[src/rtl/up_down_counter_param.sv]
// Parametrised up/down counter with modulus, wrap/saturate mode, parallel load,
// a registered terminal-count pulse and a sticky overflow flag.
module up_down_counter_param #(
  parameter int unsigned       WIDTH    = 4,
  parameter longint unsigned   MAX_VAL  = (64'd1 << WIDTH) - 64'd1,
  parameter bit                SATURATE = 1'b0,
  parameter longint unsigned   RST_VAL  = 64'd0
) (
  input  logic             clk,
  input  logic             rst,
  input  logic             en,
  input  logic             up_down,
  input  logic             load,
  input  logic [WIDTH-1:0] load_val,
  input  logic             clr_flags,
  output logic [WIDTH-1:0] q,
  output logic             tc,
  output logic             ovf,
  output logic             zero,
  output logic             at_max
);

  localparam logic [WIDTH-1:0] MAX_Q = MAX_VAL[WIDTH-1:0];
  localparam logic [WIDTH-1:0] RST_Q = RST_VAL[WIDTH-1:0];

  logic [WIDTH-1:0] load_clamped;
  logic [WIDTH-1:0] q_next;
  logic             tc_next;

  assign load_clamped = (load_val > MAX_Q) ? MAX_Q : load_val;
  assign zero         = (q == '0);
  assign at_max       = (q == MAX_Q);

  // Boundary handling uses the decodes so wrap happens at MAX_VAL, not at binary rollover.
  always_comb begin
    q_next  = q;
    tc_next = 1'b0;
    if (load) begin
      q_next = load_clamped;
    end else if (en) begin
      if (up_down) begin
        if (at_max) begin
          tc_next = 1'b1;
          q_next  = SATURATE ? q : '0;
        end else begin
          q_next = q + 1'b1;
        end
      end else begin
        if (zero) begin
          tc_next = 1'b1;
          q_next  = SATURATE ? q : MAX_Q;
        end else begin
          q_next = q - 1'b1;
        end
      end
    end
  end

  always_ff @(posedge clk) begin
    if (!rst) begin
      q   <= RST_Q;
      tc  <= 1'b0;
      ovf <= 1'b0;
    end else begin
      q   <= q_next;
      tc  <= tc_next;
      ovf <= tc_next | (ovf & ~clr_flags);
    end
  end

endmodule

[config.mk]
export PLATFORM = sky130hd
export DESIGN_NAME = up_down_counter_param
export DESIGN_NICKNAME = d
export VERILOG_FILES = /design/src/rtl/up_down_counter_param.sv
export SDC_FILE = /design/constraint.sdc
export NUM_CORES = 1
export LEC_CHECK = 0
export ABC_AREA = 1
export CAP_MARGIN = 0
export CORE_AREA = 2 2 39 41
export CTS_CLUSTER_DIAMETER = 50
export DETAILED_ROUTE_END_ITERATION = 7
export DIE_AREA = 0 0 41 43
export PLACE_DENSITY = 0.66
export SYNTH_ARGS = -nofsm -noshare
export SYNTH_HDL_FRONTEND = slang
export SYNTH_SLANG_ARGS = --single-unit
[constraint.sdc]
create_clock -name clk -period 1.2 [get_ports clk]
set_input_delay 0.24 -clock clk [delete_from_list [all_inputs] [get_ports clk]]
set_output_delay 0.24 -clock clk [all_outputs]
set_load 0.02 [all_outputs]
* Word-level counts from Yosys, hierarchy flattened
Cells that the tools add are included.
** Cells by class
- Bitwise operators :: 3
- Eq/ne operators :: 1
- Add/sub/neg operators :: 2
- Order comparisons :: 1
- Muxes and demuxes :: 11
- Reduce and logical (&&, ||, !) cells :: 2
** Operator list (number)
- 4-bit 2-to-1 mux :: 6
- 1-bit 2-to-1 mux :: 5
- 4-bit by 1-bit adder with 4-bit output (second input constant) :: 1
- 4-bit equality test (second input constant) :: 1
- 4-bit > comparator (second input constant) :: 1
- 4-bit logical NOT :: 1
- 4-bit by 1-bit subtractor with 4-bit output (second input constant) :: 1
- 2-bit nonzero test :: 1
- 1-bit AND :: 1
- 1-bit inverter :: 1
- 1-bit OR :: 1
** Word-level totals
- Input bits :: 10
- Register bits :: 6
- Output and inout bits :: 8
- Word-level logic and storage cells :: 23

* Longest topological paths before layout
- Depth after elaboration :: 6
- Mapped depth :: 8
- Mapped depth without buffers :: 8

* Worst setup path after synthesis
No wires, ideal clock.
- Path kind :: register to register
- Start :: register q[0]
- End :: register q[0]
- Required time :: 1.130 ns
- Arrival :: 1.418 ns
- Clock period less this slack :: 1.488 ns
- Cell stages (with the launch flop) :: 9
- Setup slack :: -0.288 ns
- Setup time :: 0.070 ns
- Cell sequence :: dfxtp_1 inv_1 ha_1 inv_1 nor3_2 nand2_2 nand2_1 o211ai_1 a21oi_1
** On the way
- Cells in the longest elaborated chain, start to end :: 5
** RTL lines
- from (decl) :: RTL line 16 : output logic [WIDTH-1:0] q,
- from (signal assigned) :: RTL line 65 : q <= q_next;
- 4-bit logical NOT :: RTL line 31 : assign zero = (q == '0);
- named net zero :: RTL line 19 : output logic zero,
- 4-bit 2-to-1 mux :: RTL line 49 : if (zero) begin
- 4-bit 2-to-1 mux :: RTL line 41 : if (up_down) begin
- 4-bit 2-to-1 mux :: RTL line 40 : end else if (en) begin
- 4-bit 2-to-1 mux :: RTL line 38 : if (load) begin
The timed path passes the listed nets, and every way through them passes these cells. The select of a mux whose other input is x is not followed.
A chain may end at the register's enable or synchronous reset.

* Final worst setup path
- Start :: register q[0]
- End :: output port zero
** On the way
- Cells in the longest elaborated chain, start to end :: 1
** RTL lines (RTL line)
- 4-bit logical NOT :: 31
- to (decl) :: 19
No other way between the ends.

==> results by group <==
Outcome
  • Status: complete, but fails checks
  • Failing checks: setup timing

Detailed routing
  • Wire per inst: 11.30 µm
  • Number of remaining DRC errors: 0
  • DR vias/cell: 4.754
  • 1st-pass router iterations: 4
  • Detail Route Antenna Nets: 0
  • DRT iter0 DRCs: 12
  • DR vias: 542
  • Final wirelength: 1288 µm

Critical path
  • RR Startpoint: q[0]$_SDFFE_PN0P_
  • Crit Reg-Reg Endpoint: q[2]$_SDFFE_PN0P_
  • CP max FO: 3
  • Crit-path slowest cell: dfxtp_4
  • Reg2Reg Depth: 7
  • Flop-to-flop setup slack: -50 ps
  • CP cell instances: inv_4 > ha_4 > inv_2 > nor3_4 > buf_6
  • Worst Setup End Kind: primary output
  • Worst setup SP type: flip-flop
  • Slowest stage delay, CP: 350 ps
  • CP Data Arrival Time: 1130 ps
  • Data required, critical path: 960 ps
  • Type of the worst setup path: reg2out

Cells and area
  • Cell area after layout: 797.0 µm²
  • NumNets Final: 111
  • Layout cell share with drive strength beyond 1: 39.80%
  • Antenna diodes: 0
  • Area of the multi-input gates: 297.8 µm²
  • Post-route insts no fill: 114
  • # fillers: 134
  • Most frequent cells in the layout: nand2_1 (16), buf_4 (12), clkdlybuf4s50_1 (9)
  • Most common cell after layout, fill and taps aside: nand2_1
  • Area delta synth->final: 86.26%
  • FF+latch area: 130.1 µm²

Synthesis
  • Yosys Warn Count: 0
  • Yosys top cell area share: 28.07%
  • Unique cell type count in the Yosys netlist: 20
  • Dominant cell type by area after synthesis: dfxtp_1
  • FF+latch count, synth: 6
  • Mapped Area: 427.9 µm²
  • Post-synthesis sequential area ratio: 28.07%
  • Largest cells by area after synthesis: dfxtp_1 (28%), nand2_1 (15%), inv_1 (11%), ha_1 (5.8%), nand3_1 (5.8%)
  • Syn Area/Cell: 6.583 µm²
  • Syn_nets: 77
  • Synth Instances: 65

Global routing
  • Vias in the first global route: 500
  • Gr ovfl total: 0
  • Total track usage: 16.82%
  • Largest net degree at the start of global routing: 8
  • First-pass GRT wire length: 2007 µm
  • Initial antenna violation count: 0

Min path
  • Hold path depth: 2
  • Endpoint, Worst Hold: ovf$_SDFF_PN0_
  • Min-delay src: ovf$_SDFF_PN0_
  • HP Class: reg2reg

Timing
  • Final worst slack: -170.7 ps
  • Part of the cycle the worst path needs: 114.2%
  • Clock Skew: 3.320 ps
  • Min Hold Slack: 489.4 ps
  • RSZ-0062 raised after global routing: yes
  • Post-layout minimum cycle time: 1371 ps
  • Tightest Pin Transition: 254.7 ps
  • Max Fclk: 729.5 MHz
  • Setup Viol. Count Final: 7
  • Final Hold Viols: 0
  • Relative slew slack: 82.84%
  • Final Slew Violations: 0

Place
  • Routability cong.: 0.7383
  • Placed inst area: 715.7 µm²
  • Placed Instances: 108
  • Port buffer count: 17
  • Post-detail-place hpwl: 998.6 µm
  • Dpl ws: -420.2 ps

Power and ir drop
  • Peak VDD IR: 542.0 µV
  • Power Dens Cells: 884.8 nW/µm²
  • P_leak: 0.3676 nW

CTS
  • Clock latency at the later pin of the worst-skew pair: 240 ps
  • Clk slew on worst S/H paths: 50 ps
  • CTS root buffer: clkbuf_4
  • CTS H-tree lvls: 1
  • CTS Sinks: 6
  • CTS Buf Count: 3
  • Maximum clock insertion buffer count: 2
  • CTS tree: done

Floorplanning
  • CORE AREA: 1384 µm²
  • Initial Utilization: 30.92%
  • Io pins: 18
  • Die footprint: 1763 µm²
  • Die Y: 43 µm
  • Die Span X: 41 µm
  • FP Rows: 14

Job
  • MaxCap Viol Count: 0
[repair_timing]
action | in CTS | in global routing
endpoints found under the setup margin | 13 | 10
hold buffers | 0 | 0
pin swaps | 4 | 6
buffers inserted | 2 | 1
resized for setup | 40 | 2
[where the power goes]
part           leakage [nW]  switching [mW]  internal [mW]
sequential           0.0512          0.0192          0.213
combinational         0.301           0.128          0.138
clock                0.0150          0.0810          0.126
total                 0.368           0.228          0.477
[worst max-delay path: cells and delay by family, from the launching register on]
family,cells,cell delay [ps]
flip-flops,1,350
adder cells (fa/ha/maj),1,130
AND/OR/NAND/NOR,1,160
buffers and inverters,3,250
[worst max path at each step]
stage                     slack (ps)  cells after the start              start                 to
final                           -170                      5  q[0]$_SDFFE_PN0P_               zero
after global routing            -220                      5  q[1]$_SDFFE_PN0P_               zero
after CTS                       -180                      5  q[0]$_SDFFE_PN0P_               zero
after detailed placement        -420                      5  q[0]$_SDFFE_PN0P_               zero
after global placement          -410                      5  q[0]$_SDFFE_PN0P_               zero
after floorplan                 -100                      8  q[0]$_SDFFE_PN0P_  q[0]$_SDFFE_PN0P_
[sequential cells by signal, indices dropped and copies added, names as in the netlist]
name  cells
tc        1
q         4
ovf       1
[layer usage]
metal	up-vias	part of all wire (%)	GRT usage, %
li1	277	-	-
met1	255	40	19.81
met2	10	56	29.38
met3	0	3.3	3.141
met4	0	0	4.000
met5	-	0	0
[final cells by class]
type / count / area share (%)
clock buffers: 4 / 3.297
repair buffers: 30 / 34.54
multi-input cells: 46 / 37.36
flip-flops and latches: 6 / 16.33
well taps: 16 / 2.512
inverters: 12 / 5.965
[metrics by stage]
| stage | setup TNS (ps) | power [mW] | utilization [%] |
|---|---|---|---|
| global placement | -2077 | 0.4802 | 51.72 |
| global route | -967.7 | 0.7396 | 57.59 |
| CTS | -584.3 | 0.7018 | 56.87 |
| finish | -551.1 | 0.7052 | 57.59 |
| detailed placement | -2197 | 0.4843 | 51.72 |
| floorplan | -319.2 | 0.3653 | - |
[cell usage after synthesis]
| cell type | count |
|---|---|
| nand3_1 | 5 |
| nand3_2 | 1 |
| xor2_1 | 1 |
| ha_1 | 2 |
| nand2_1 | 17 |
| buf_6 | 1 |
| o211ai_1 | 1 |
| o21ai_0 | 1 |
| a21oi_2 | 1 |
| nor3_2 | 1 |
| nor2_1 | 6 |
| a21oi_1 | 3 |
| dfxtp_1 | 6 |
| a22oi_1 | 1 |
| nand2_2 | 1 |
| xnor2_1 | 1 |
| o21ai_2 | 1 |
| nand4_1 | 1 |
| inv_1 | 12 |
| a31oi_1 | 2 |
[cell families (layout without fill, tap and decap cells)]
logic type	count (synthesis)	in the layout	synth area share, %
fa+ha+maj	2	2	5.847
simple gates	32	32	33.63
flops	6	6	28.07
buf+inv	13	46	13.16
compound gates	10	10	15.20
xor+xnor	2	2	4.094
Power figures use the tool's default switching activity.
